<file path="config.mk">
export PLATFORM = sky130hd
export DESIGN_NAME = ammo_loader
export DESIGN_NICKNAME = d
export VERILOG_FILES = /design/src/rtl/ammo_loader_pkg.sv /design/src/rtl/ammo_step_calc.sv /design/src/rtl/ammo_loader.sv
export SDC_FILE = /design/constraint.sdc
export NUM_CORES = 1
export LEC_CHECK = 0
export ABC_AREA = 1
export CORE_MARGIN = 5
export CORE_UTILIZATION = 40
export CTS_CLUSTER_SIZE = 20
export DETAILED_ROUTE_END_ITERATION = 8
export PLACE_DENSITY = 0.67
export SYNTH_ARGS = -nofsm -noshare
export SYNTH_HDL_FRONTEND = slang
export SYNTH_HIERARCHICAL = 1
export SYNTH_SLANG_ARGS = --single-unit
</file>
<file path="constraint.sdc">
create_clock -name clk -period 8.75 [get_ports clk]
set_input_delay 1.75 -clock clk [delete_from_list [all_inputs] [get_ports clk]]
set_output_delay 1.75 -clock clk [all_outputs]
set_load 0.05 [all_outputs]
</file>
<file path="src/rtl/ammo_loader_pkg.sv">
// Shared definitions for the ammo loader: FSM encodings, default
// parameter values and the width helper used for compare/subtract math.
package ammo_loader_pkg;

  typedef enum logic [1:0] {
    IDLE = 2'b00,
    LOAD = 2'b01,
    DONE = 2'b10
  } state_t;

  localparam int DEF_N     = 9;
  localparam int DEF_RW    = 12;
  localparam int DEF_CAP   = 500;
  localparam int DEF_BATCH = 25;

  // Width wide enough to add/subtract an N-bit and an RW-bit quantity
  // without wrapping: one bit above the wider operand.
  function automatic int calc_w(input int a, input int b);
    return ((a > b) ? a : b) + 1;
  endfunction

endpackage

</file>
<file path="src/rtl/ammo_step_calc.sv">
// Per-cycle transfer size: min(BATCH, CAP - acc, reserve).
// Purely combinational so it can be exercised on its own.
module ammo_step_calc
  import ammo_loader_pkg::*;
#(
  parameter int N     = DEF_N,
  parameter int RW    = DEF_RW,
  parameter int CAP   = DEF_CAP,
  parameter int BATCH = DEF_BATCH,
  parameter int W     = calc_w(DEF_N, DEF_RW)
) (
  input  logic [N-1:0]  acc,
  input  logic [RW-1:0] reserve,
  output logic [W-1:0]  step
);

  logic [W-1:0] acc_w;
  logic [W-1:0] res_w;
  logic [W-1:0] room;
  logic [W-1:0] min_a;

  // Three-way minimum; room clamps at zero so a full magazine never
  // produces a wrapped difference.
  always_comb begin
    acc_w = W'(acc);
    res_w = W'(reserve);
    room  = (acc_w >= W'(CAP)) ? '0 : (W'(CAP) - acc_w);
    min_a = (W'(BATCH) < room) ? W'(BATCH) : room;
    step  = (min_a < res_w) ? min_a : res_w;
  end

endmodule

</file>
<file path="src/rtl/ammo_loader.sv">
// Reserve-stock feeder that streams rounds into the weapon magazine.
// Optional build macro: AMMO_LOADER_AUDIT_EN adds the 16-bit saturating
// delivered_total lifetime counter output.
module ammo_loader
  import ammo_loader_pkg::*;
#(
  parameter int N     = DEF_N,
  parameter int RW    = DEF_RW,
  parameter int CAP   = DEF_CAP,
  parameter int BATCH = DEF_BATCH
) (
  input  logic          clk,
  input  logic          rst,
  input  logic          depot_valid,
  input  logic [RW-1:0] depot_rounds,
  output logic          depot_ready,
  input  logic          reload_req,
  input  logic          abort,
  input  logic [N-1:0]  cur_ammo,
  output logic [N-1:0]  ammo_out,
  output logic          load_out,
  output logic          busy,
  output logic          done,
  output logic [RW-1:0] reserve,
  output logic          empty
`ifdef AMMO_LOADER_AUDIT_EN
  ,
  output logic [15:0]   delivered_total
`endif
);

  localparam int W = calc_w(N, RW);
  localparam logic [RW-1:0] RES_MAX = '1;

  state_t        state_reg, state_next;
  logic [N-1:0]  acc_reg, acc_next;
  logic [RW-1:0] reserve_reg, reserve_next;
  logic [W-1:0]  step;
  logic [W-1:0]  acc_after;
  logic [W-1:0]  res_after;
  logic [RW:0]   depot_sum;
  logic          depot_fire;
  logic          load_step;

  ammo_step_calc #(
    .N(N), .RW(RW), .CAP(CAP), .BATCH(BATCH), .W(W)
  ) u_step (
    .acc     (acc_reg),
    .reserve (reserve_reg),
    .step    (step)
  );

  assign depot_ready = (state_reg == IDLE) & ~rst;
  assign depot_fire  = depot_valid & depot_ready;
  assign depot_sum   = {1'b0, reserve_reg} + {1'b0, depot_rounds};
  assign acc_after   = W'(acc_reg) + step;
  assign res_after   = W'(reserve_reg) - step;

  // Next-state, accumulator and reserve update. The reload decision in
  // IDLE looks at the pre-add reserve; a same-cycle depot add lands in
  // the register and is therefore visible to the first LOAD step.
  always_comb begin
    state_next   = state_reg;
    acc_next     = acc_reg;
    reserve_next = reserve_reg;
    load_step    = 1'b0;
    case (state_reg)
      IDLE: begin
        if (depot_fire)
          reserve_next = depot_sum[RW] ? RES_MAX : depot_sum[RW-1:0];
        if (reload_req && (reserve_reg != '0) && (W'(cur_ammo) < W'(CAP))) begin
          state_next = LOAD;
          acc_next   = cur_ammo;
        end
      end
      LOAD: begin
        if (abort) begin
          state_next = DONE;
        end else begin
          load_step    = 1'b1;
          acc_next     = acc_after[N-1:0];
          reserve_next = res_after[RW-1:0];
          if ((acc_after == W'(CAP)) || (res_after == '0))
            state_next = DONE;
        end
      end
      DONE:    state_next = IDLE;
      default: state_next = IDLE;
    endcase
  end

  // State, accumulator and reserve registers.
  always_ff @(posedge clk) begin
    if (rst) begin
      state_reg   <= IDLE;
      acc_reg     <= '0;
      reserve_reg <= '0;
    end else begin
      state_reg   <= state_next;
      acc_reg     <= acc_next;
      reserve_reg <= reserve_next;
    end
  end

  // During a stepping LOAD cycle the weapon is handed the post-step count,
  // so the last LOAD cycle presents the final magazine value.
  assign ammo_out = load_step ? acc_after[N-1:0] : acc_reg;
  assign load_out = (state_reg == LOAD);
  assign busy     = (state_reg == LOAD);
  assign done     = (state_reg == DONE);
  assign reserve  = reserve_reg;
  assign empty    = (reserve_reg == '0);

`ifdef AMMO_LOADER_AUDIT_EN
  logic [15:0] delivered_reg;
  logic [16:0] delivered_sum;

  assign delivered_sum = {1'b0, delivered_reg} + 17'(step);

  // Lifetime delivered-rounds counter, saturating at all-ones.
  always_ff @(posedge clk) begin
    if (rst)
      delivered_reg <= '0;
    else if (load_step)
      delivered_reg <= delivered_sum[16] ? 16'hFFFF : delivered_sum[15:0];
  end

  assign delivered_total = delivered_reg;
`endif

endmodule

</file>
==> results of run 1 <==
-- worst max-delay path: cells and delay by family (launching register included) --
family                   cells  cell delay (ns)
AO/OA/AOI/OAI                4             0.65
adder cells (fa/ha/maj)      4             1.14
buffers and inverters        5             1.16
flip-flops                   1             0.44
AND/OR/NAND/NOR             15             1.52
-- metal layers --
| layer | up-vias | share of wire [%] | track usage [%] | wire [um] |
|---|---|---|---|---|
| li1 | 2306 | - | - | - |
| met1 | 1976 | 44 | 25.1 | 5280 |
| met2 | 120 | 49 | 39.6 | 5960 |
| met3 | 18 | 4.9 | 2.43 | 594 |
| met4 | 0 | 1.8 | 5.23 | 223 |
| met5 | - | 0 | 0 | 0 |
-- power by group --
part           internal (mW)  total, mW  switching, mW  leakage, nW
sequential             0.124      0.169         0.0451        0.190
clock                 0.0328     0.0766         0.0438       0.0228
combinational          0.265      0.774          0.509         2.09
total                  0.422       1.02          0.598         2.30
-- metrics by stage --
stage / hold WS [ns] / total power [mW]
final: 0.597 / 1.02
after global routing: 0.625 / 1.13
after CTS: 0.603 / 1.02
after detailed placement: 0.586 / 0.938
after global placement: 0.563 / 0.930
after floorplan: 0.497 / 0.742
-- worst min path at each step --
stage | endpoint | slack, ns
detailed placement | acc_reg[1] | 0.59
global placement | acc_reg[2] | 0.56
floorplan | acc_reg[2] | 0.50
finish | acc_reg[2] | 0.60
global route | acc_reg[2] | 0.62
CTS | acc_reg[2] | 0.60
-- placed cells by master (no fill, tap or decap), types with 2 or more instances in the layout --
master and n:
sky130_fd_sc_hd__nand3_1 57, sky130_fd_sc_hd__nand4_1 12, sky130_fd_sc_hd__nor3_1 8, sky130_fd_sc_hd__nand3b_1 5
sky130_fd_sc_hd__a21oi_1 58, sky130_fd_sc_hd__conb_1 7, sky130_fd_sc_hd__nor2_1 49, sky130_fd_sc_hd__o21bai_1 4
sky130_fd_sc_hd__xnor2_1 4, sky130_fd_sc_hd__inv_1 100, sky130_fd_sc_hd__a31oi_1 2, sky130_fd_sc_hd__nor2_4 3
sky130_fd_sc_hd__ha_1 43, sky130_fd_sc_hd__dfxtp_1 23, sky130_fd_sc_hd__nand2_2 9, sky130_fd_sc_hd__clkdlybuf4s50_1 51
sky130_fd_sc_hd__nand2_1 203, sky130_fd_sc_hd__o2111ai_1 2, sky130_fd_sc_hd__o21ai_1 5, sky130_fd_sc_hd__fa_1 3
sky130_fd_sc_hd__clkbuf_8 3, sky130_fd_sc_hd__o21ai_2 4, sky130_fd_sc_hd__xor2_1 6, sky130_fd_sc_hd__o22ai_1 5
sky130_fd_sc_hd__inv_2 11, sky130_fd_sc_hd__o21ai_0 35, sky130_fd_sc_hd__nand3_2 5
-- logic make-up after synthesis --
group                      synth area share [%]
adders and majority gates                  15.4
and+or+nand+nor                            41.0
xor gates and xnor gates                   2.25
buffers and inverters                      12.6
other                                    0.0963
DFF                                        11.8
AOI/OAI and AO/OA                          16.8
-- cell type report --
| type | count | share of cell area, % |
|---|---|---|
| Clock buffer | 4 | 0.987 |
| Sequential cell | 23 | 10.1 |
| Multi-Input combinational cell | 540 | 65.0 |
| Inverter | 111 | 9.13 |
| Tap cell | 133 | 3.65 |
| Timing Repair Buffer | 51 | 11.2 |
==> results.rst, run 1 <==
.. list-table::
   :header-rows: 1

   * - Metric
     - Value
   * - GRT Util Overall
     - 21.0%
   * - Via count of the first global-routing pass
     - 4366
   * - Area occupied by multi-input gates
     - 0.00297 mm^2
   * - CP Max Fanout
     - 12
   * - Status
     - completed
   * - Placed cell count
     - 858
   * - FF-to-FF path depth
     - 33
   * - CTS tree
     - done
   * - Area enclosed by the die boundary
     - 0.0118 mm^2
   * - Critical path required time
     - 7.00 ns
   * - Buffers inserted by post-CTS timing repair
     - 0
   * - CTS root buffer
     - sky130_fd_sc_hd__clkbuf_8
   * - First drt pass iteration count
     - 5
   * - PwrDens
     - 223 mW/mm^2
   * - Max rail drop VDD
     - 0.0000913 V
   * - Max Fclk
     - 144 MHz
   * - Worst hold path cell count
     - 2
   * - Number of sinks handled by clock tree synthesis
     - 23
   * - Capture point of the critical path
     - ammo_out[6]
   * - Pin count of the biggest net entering global routing
     - 23
   * - Max reg flops
     - 12
   * - Setup Crit Path Kind
     - reg -> out
   * - Setup TNS
     - 0 ns
   * - Number of vias per cell
     - 5.13
   * - Per-cell routed wire length
     - 14.0 um
   * - Fillers
     - 1043
   * - Relative area change from synthesis to final layout
     - 17.2%
   * - Hold buffer count at cts
     - 0
   * - Max Cap Violations
     - 0
   * - Hold crit path type
     - reg -> reg
   * - Setup violations, final
     - 0
   * - Largest stage delay, worst path
     - 0.85 ns
   * - Global placer's final weighted congestion
     - 0.970
   * - Critical Path Slowest Stage Cell
     - sky130_fd_sc_hd__clkdlybuf4s50_1
   * - Post-synth top cells
     - 203 x sky130_fd_sc_hd__nand2_1, 100 x sky130_fd_sc_hd__inv_1, 58 x sky130_fd_sc_hd__a21oi_1
   * - Share of layout cells above drive strength 1
     - 5.62%
   * - Worst setup startpoint
     - acc_reg[0]
   * - Number of CTS-inserted buffers
     - 3
   * - Number of distinct library cells after synthesis
     - 41
   * - Total count of hold-check failures in the final report
     - 0
   * - Avg Cell Area, Syn
     - 5.74 um^2
   * - RSZ-0062 raised after global routing
     - no
   * - Data arrival time at the worst-slack endpoint
     - 5.21 ns
   * - Fin cells
     - 862
   * - Worst r2r src
     - acc_reg[0]
   * - Post-synthesis register bit count
     - 23
   * - Worst setup slack after layout
     - 1.79 ns
   * - Synthesized instance count
     - 679
   * - Antenna cells
     - 0
   * - Clock latency reported for the late side of the worst-skew pair
     - 0.28 ns
   * - Hold wc startpoint
     - acc_reg[2]
   * - Count of flip-flops with a built-in enable after synthesis
     - 0
   * - Starting utilization of the core area
     - 40.4%
   * - Setup skew after layout
     - 0.00767 ns
   * - Post-cts resize count
     - 0
   * - Prevailing post-synth register cell
     - sky130_fd_sc_hd__dfxtp_1
   * - Synth warnings
     - 6
   * - Residual antenna-violating net count after detailed routing
     - 0
   * - Sequential cell area fraction in the yosys report
     - 11.8%
   * - Initial antenna violation count
     - 0
   * - Area post-placement
     - 0.00452 mm^2
   * - Fraction of synthesis flops using an asynchronous set or reset pin
     - 0%
   * - Fin util
     - 47.4%
   * - Area inside the core boundary
     - 0.00964 mm^2
   * - Slew Limit Fails
     - 0
   * - Die width
     - 109 um
   * - CP dominant cell by count
     - sky130_fd_sc_hd__nand2_1
   * - Post-route standard cell area excluding fillers
     - 0.00456 mm^2
   * - Ranking of synthesized cells by area
     - sky130_fd_sc_hd__nand2_1 20%, sky130_fd_sc_hd__ha_1 14%, sky130_fd_sc_hd__dfxtp_1 12%, sky130_fd_sc_hd__inv_1 9.6%, sky130_fd_sc_hd__a21oi_1 7.5%
   * - Overflow left after global routing
     - 0
   * - Minimum setup slack after placement
     - 2.14 ns
   * - Clock period minus worst slack
     - 6.96 ns
   * - Element type at the critical path end
     - primary output
   * - Vertical die dimension
     - 109 um
   * - Layout Nets
     - 802
   * - Via total after detailed routing
     - 4420
   * - Number of buffers between clock root and the deepest sink
     - 2
   * - Synth Cell Area
     - 0.00389 mm^2
   * - DR DRC count
     - 0
   * - Detail Placement HPWL
     - 9.83 mm
   * - RR Endpoint
     - state_reg[0]
   * - Number of placement rows
     - 36
   * - Wire length of the first global-routing pass
     - 20.1 mm
   * - Share of the clock period used by the worst path after layout
     - 79.5%
   * - Cell type with the highest aggregate area in the netlist
     - sky130_fd_sc_hd__nand2_1
   * - # port buffers
     - 51
   * - Slew HR
     - 40.2%
   * - Post-detailed-routing wire length
     - 12.1 mm
   * - DR iter-0 viols
     - 184
   * - Slew @ Worst Pin
     - 0.897 ns
   * - Static leakage
     - 2.30 nW
   * - Reg-to-reg setup timing slack
     - 3.98 ns
   * - Most frequently used cell type in the post-synthesis netlist
     - sky130_fd_sc_hd__nand2_1
   * - Clock transition at path regs
     - 0.10 ns
   * - Top-area cell type share of the netlist area
     - 19.6%
   * - Maximum level of the CTS H-tree
     - 1
   * - I/O pin count
     - 52
   * - Area of all sequential standard cells
     - 460 um^2
   * - Startpoint class of the critical path
     - register
No activity file was read; power rests on OpenSTA's default activity.
==> inputs of run 2 (changes only) <==
clock period = 6.5 ns   (was 8.75 ns; I/O delays follow)
==> results.rst, run 2 (same netlist as run 1, synthesis figures left out) <==
.. list-table::
   :header-rows: 1

   * - Metric
     - Value
   * - Slew @ Worst Pin
     - 0.958 ns
   * - Residual antenna-violating net count after detailed routing
     - 0
   * - Sequential Power Share
     - 16.1%
   * - Clock network fraction of design power
     - 7.3%
   * - Wire length of the first global-routing pass
     - 20.7 mm
   * - Critical Path Slowest Stage Cell
     - sky130_fd_sc_hd__dfxtp_1
   * - First drt pass iteration count
     - 5
   * - Max rail drop VDD
     - 0.000143 V
   * - Hold buffer count at cts
     - 0
   * - Vertical die dimension
     - 109 um
   * - Detail Placement HPWL
     - 10.1 mm
   * - Setup TNS
     - 0 ns
   * - Power Internal
     - 0.568 mW
   * - GRT Util Overall
     - 21.8%
   * - Max Cap Violations
     - 0
   * - CP Max Fanout
     - 12
   * - Global placer's final weighted congestion
     - 0.960
   * - Reg-to-reg setup timing slack
     - 1.71 ns
   * - Layout Nets
     - 805
   * - Total count of hold-check failures in the final report
     - 0
   * - Worst setup slack after layout
     - 0.437 ns
   * - Element type at the critical path end
     - primary output
   * - Combinational share of power
     - 76.7%
   * - DR DRC count
     - 0
   * - Clock transition at path regs
     - 0.10 ns
   * - Clock latency reported for the late side of the worst-skew pair
     - 0.28 ns
   * - Fillers
     - 1064
   * - Setup violations, final
     - 0
   * - Buffers inserted by post-CTS timing repair
     - 0
   * - Data arrival time at the worst-slack endpoint
     - 4.76 ns
   * - Area enclosed by the die boundary
     - 0.0118 mm^2
   * - Static leakage
     - 2.40 nW
   * - Setup Crit Path Kind
     - reg -> out
   * - Fin util
     - 47.6%
   * - CTS root buffer
     - sky130_fd_sc_hd__clkbuf_8
   * - Hold crit path type
     - reg -> reg
   * - Critical path required time
     - 5.20 ns
   * - Setup skew after layout
     - 0.00212 ns
   * - FF-to-FF path depth
     - 31
   * - Die width
     - 109 um
   * - Area inside the core boundary
     - 0.00964 mm^2
   * - CTS tree
     - done
   * - Number of buffers between clock root and the deepest sink
     - 2
   * - Number of vias per cell
     - 5.22
   * - Switching portion of total power
     - 58.7%
   * - Net Switching
     - 0.809 mW
   * - Slew HR
     - 36.1%
   * - Per-cell routed wire length
     - 14.3 um
   * - RR Endpoint
     - state_reg[0]
   * - Via count of the first global-routing pass
     - 4451
   * - Minimum setup slack after placement
     - 0.320 ns
   * - Share of the clock period used by the worst path after layout
     - 93.3%
   * - Max reg flops
     - 12
   * - Largest stage delay, worst path
     - 0.43 ns
   * - Worst r2r src
     - acc_reg[0]
   * - Number of placement rows
     - 36
   * - Status
     - completed
   * - Pin count of the biggest net entering global routing
     - 23
   * - Number of sinks handled by clock tree synthesis
     - 23
   * - CP dominant cell by count
     - sky130_fd_sc_hd__nand2_1
   * - Startpoint class of the critical path
     - register
   * - Clock period minus worst slack
     - 6.06 ns
   * - Initial antenna violation count
     - 0
   * - Share of layout cells above drive strength 1
     - 6.42%
   * - Most frequent cells in the layout
     - 203 x sky130_fd_sc_hd__nand2_1, 100 x sky130_fd_sc_hd__inv_1, 58 x sky130_fd_sc_hd__a21oi_1
   * - Starting utilization of the core area
     - 40.4%
   * - Via total after detailed routing
     - 4517
   * - Worst setup startpoint
     - acc_reg[0]
   * - Max Fclk
     - 165 MHz
   * - DR iter-0 viols
     - 154
   * - Capture point of the critical path
     - ammo_out[4]
   * - Relative area change from synthesis to final layout
     - 17.7%
   * - Maximum level of the CTS H-tree
     - 1
   * - Most common library cell in the layout ignoring fill and taps
     - sky130_fd_sc_hd__nand2_1
   * - Number of CTS-inserted buffers
     - 3
   * - Slew Limit Fails
     - 0
   * - PwrDens
     - 300 mW/mm^2
   * - Post-detailed-routing wire length
     - 12.3 mm
   * - Worst-case hold slack
     - 0.616 ns
   * - # port buffers
     - 51
   * - Antenna cells
     - 0
   * - I/O pin count
     - 52
   * - Overflow left after global routing
     - 0
## run 2: power by group through the flow
stage          clock (mW)  combinational (mW)  sequential, mW
5_1_grt             0.107                1.19           0.226
3_5_place_dp            0                1.05           0.225
6_report            0.100                1.06           0.221
2_1_floorplan           0               0.750           0.249
4_1_cts             0.102                1.05           0.222
3_3_place_gp            0                1.03           0.225
## run 2: cell type report
type | instances | area, um^2 | area share [%]
Clock buffer | 4 | 45.0 | 0.983
Inverter | 111 | 417 | 9.09
Multi-Input combinational cell | 540 | 2970 | 64.7
Sequential cell | 23 | 460 | 10.0
Tap cell | 133 | 166 | 3.63
Timing Repair Buffer | 54 | 531 | 11.6
## run 2: timing repair
item,CTS,global route
resized for setup,0,11
hold endpoints to repair,0,0
endpoints found under the setup margin,0,8
## run 2: worst min-delay path by stage
stage / cells after the start / start / slack, ns / end
3_3_place_gp: 2 / acc_reg[2] / 0.56 / acc_reg[2]
2_1_floorplan: 2 / acc_reg[2] / 0.50 / acc_reg[2]
3_5_place_dp: 2 / acc_reg[1] / 0.60 / acc_reg[1]
4_1_cts: 2 / acc_reg[1] / 0.62 / acc_reg[1]
6_report: 2 / acc_reg[2] / 0.62 / acc_reg[2]
5_1_grt: 2 / acc_reg[2] / 0.65 / acc_reg[2]
## run 2: per-layer routing
| layer | up-vias | global-route usage, % | share of wire [%] |
|---|---|---|---|
| met5 | - | 0 | 0 |
| met4 | 0 | 4.87 | 1.8 |
| met3 | 23 | 2.49 | 5.3 |
| met2 | 130 | 41.7 | 50 |
| met1 | 2041 | 25.7 | 43 |
| li1 | 2323 | - | - |
## run 2: worst max-delay path: cells and delay by family (launching register included)
family / cells / cell delay, ns
buffers and inverters: 5 / 0.72
and+or+nand+nor: 18 / 1.75
DFF: 1 / 0.43
AOI/OAI and AO/OA: 3 / 0.46
adders and majority gates: 4 / 1.13
## run 2: per-stage QoR
| stage | cell area, um^2 | total power, mW | cells |
|---|---|---|---|
| 2_1_floorplan | 3920 | 0.999 | 685 |
| 3_3_place_gp | 4540 | 1.26 | 861 |
| 3_5_place_dp | 4540 | 1.27 | 861 |
| 4_1_cts | 4590 | 1.37 | 865 |
| 5_1_grt | 4580 | 1.52 | 865 |
| 6_report | 4580 | 1.38 | 865 |
==> inputs of run 3 (changes only) <==
CORE_MARGIN = 2   (was 5)
CORE_UTILIZATION = 41   (was 40)
PLACE_DENSITY = 0.68   (was 0.67)
==> results.rst, run 3 (same netlist as run 1, synthesis figures left out) <==
.. list-table::
   :header-rows: 1

   * - Metric
     - Value
   * - Minimum setup slack after placement
     - 0.388 ns
   * - Pin count of the biggest net entering global routing
     - 23
   * - Setup violations, final
     - 0
   * - Share of layout cells above drive strength 1
     - 6.42%
   * - Post-layout total power
     - 1.40 mW
   * - Total count of hold-check failures in the final report
     - 0
   * - Largest stage delay, worst path
     - 0.45 ns
   * - Starting utilization of the core area
     - 42.2%
   * - Critical Path Slowest Stage Cell
     - sky130_fd_sc_hd__dlymetal6s2s_1
   * - CP Max Fanout
     - 12
   * - Fin util
     - 49.6%
   * - Worst setup slack after layout
     - 0.509 ns
   * - Worst-case hold slack
     - 0.588 ns
   * - Slew Limit Fails
     - 0
   * - Antenna cells
     - 0
   * - Most common library cell in the layout ignoring fill and taps
     - sky130_fd_sc_hd__nand2_1
   * - Startpoint class of the critical path
     - register
   * - Static leakage
     - 2.40 nW
   * - Hold crit path type
     - reg -> reg
   * - Die width
     - 101 um
   * - Status
     - completed
   * - Data arrival time at the worst-slack endpoint
     - 4.69 ns
   * - Gate family responsible for the most delay along the worst path
     - simple AND/OR/NAND/NOR gates
   * - Critical path required time
     - 5.20 ns
   * - Relative area change from synthesis to final layout
     - 17.6%
   * - Post-detailed-routing wire length
     - 12.2 mm
   * - DR DRC count
     - 0
   * - Residual antenna-violating net count after detailed routing
     - 0
   * - Clock period minus worst slack
     - 5.99 ns
   * - Area inside the core boundary
     - 0.00924 mm^2
   * - Number of vias per cell
     - 5.26
   * - Placed cell count
     - 857
   * - GRT met1 Usage
     - 36.3%
   * - GRT Util Overall
     - 24.0%
   * - Maximum level of the CTS H-tree
     - 1
   * - Grt met2 use
     - 37.5%
   * - Wire length of the first global-routing pass
     - 20.0 mm
   * - Area post-placement
     - 0.00454 mm^2
   * - Area enclosed by the die boundary
     - 0.0103 mm^2
   * - Slew @ Worst Pin
     - 0.876 ns
   * - Met3 Resource Use GR
     - 1.17%
   * - Number of sinks handled by clock tree synthesis
     - 23
   * - Stages on the worst setup path
     - 28
   * - DR iter-0 viols
     - 313
   * - Initial antenna violation count
     - 0
   * - CP dominant cell by count
     - sky130_fd_sc_hd__nand2_1
   * - FF-to-FF path depth
     - 28
   * - RSZ-0062 raised after global routing
     - no
   * - Via count of the first global-routing pass
     - 4170
   * - Vertical die dimension
     - 101 um
   * - Share of the clock period used by the worst path after layout
     - 92.2%
   * - Post-route standard cell area excluding fillers
     - 0.00458 mm^2
   * - Max Fclk
     - 167 MHz
   * - Worst hold path cell count
     - 2
   * - Worst path buffer plus inverter count
     - 3
   * - First drt pass iteration count
     - 5
   * - Setup skew after layout
     - 0.00712 ns
   * - Element type at the critical path end
     - primary output
   * - I/O pin count
     - 52
   * - PwrDens
     - 305 mW/mm^2
   * - Via total after detailed routing
     - 4530
   * - Clock transition at path regs
     - 0.10 ns
   * - Hold buffer count at cts
     - 0
   * - CTS root buffer
     - sky130_fd_sc_hd__clkbuf_8
   * - Setup TNS
     - 0 ns
   * - Number of buffers between clock root and the deepest sink
     - 2
   * - Slew HR
     - 41.6%
   * - Highest-utilization routing layer at the global route stage
     - met2
   * - Most frequent cells in the layout
     - 203 x sky130_fd_sc_hd__nand2_1, 100 x sky130_fd_sc_hd__inv_1, 58 x sky130_fd_sc_hd__a21oi_1
   * - Max reg flops
     - 12
   * - Per-cell routed wire length
     - 14.2 um
   * - Clock latency reported for the late side of the worst-skew pair
     - 0.28 ns
   * - CTS tree
     - done
   * - Setup Crit Path Kind
     - reg -> out
   * - Max Cap Violations
     - 0
   * - Number of CTS-inserted buffers
     - 3
   * - Layout Nets
     - 805
   * - Number of placement rows
     - 35
   * - # port buffers
     - 51
   * - Max rail drop VDD
     - 0.000126 V
   * - Overflow left after global routing
     - 0
   * - Detail Placement HPWL
     - 9.94 mm
   * - Fin cells
     - 861
   * - Global placer's final weighted congestion
     - 0.948
## run 3: worst min-delay path, delay by kind of cell (launching register included)
kind | cells | cell delay (ns)
DFF | 1 | 0.40
and+or+nand+nor | 1 | 0.10
AOI/OAI and AO/OA | 1 | 0.05
## run 3: layout make-up
cell class	instances	area, um^2
timing repair buffer	54	531
inverter	111	417
sequential	23	460
tap	129	161
clock buffer	4	45.0
fill	982	4660
multi-input combinational	540	2970
## run 3: routing by layer
layer | up-vias | share of wire (%) | wire length, um
met2 | 143 | 42 | 5170
met5 | - | 0 | 0
met1 | 2042 | 51 | 6160
met4 | 0 | 1.9 | 229
met3 | 23 | 5.1 | 622
li1 | 2322 | - | -
## run 3: power by group
group / internal (mW) / switching, mW / leakage (nW)
clock: 0.0441 / 0.0574 / 0.0228
sequential: 0.167 / 0.0562 / 0.190
combinational: 0.358 / 0.714 / 2.18
## run 3: timing repair
item / 4_1_cts / 5_1_grt
endpoints found under the hold margin: 0 / 0
setup buffers: 0 / 0
gates resized for setup: 0 / 11
endpoints found under the setup margin: 0 / 8
## run 3: path summary, 6_finish.rpt
check              from      endpoint  slack, ns
max          acc_reg[0]   ammo_out[7]       0.51
min          acc_reg[2]    acc_reg[2]       0.59
max reg2reg  acc_reg[0]  state_reg[0]       1.74
min reg2reg  acc_reg[2]    acc_reg[2]       0.59
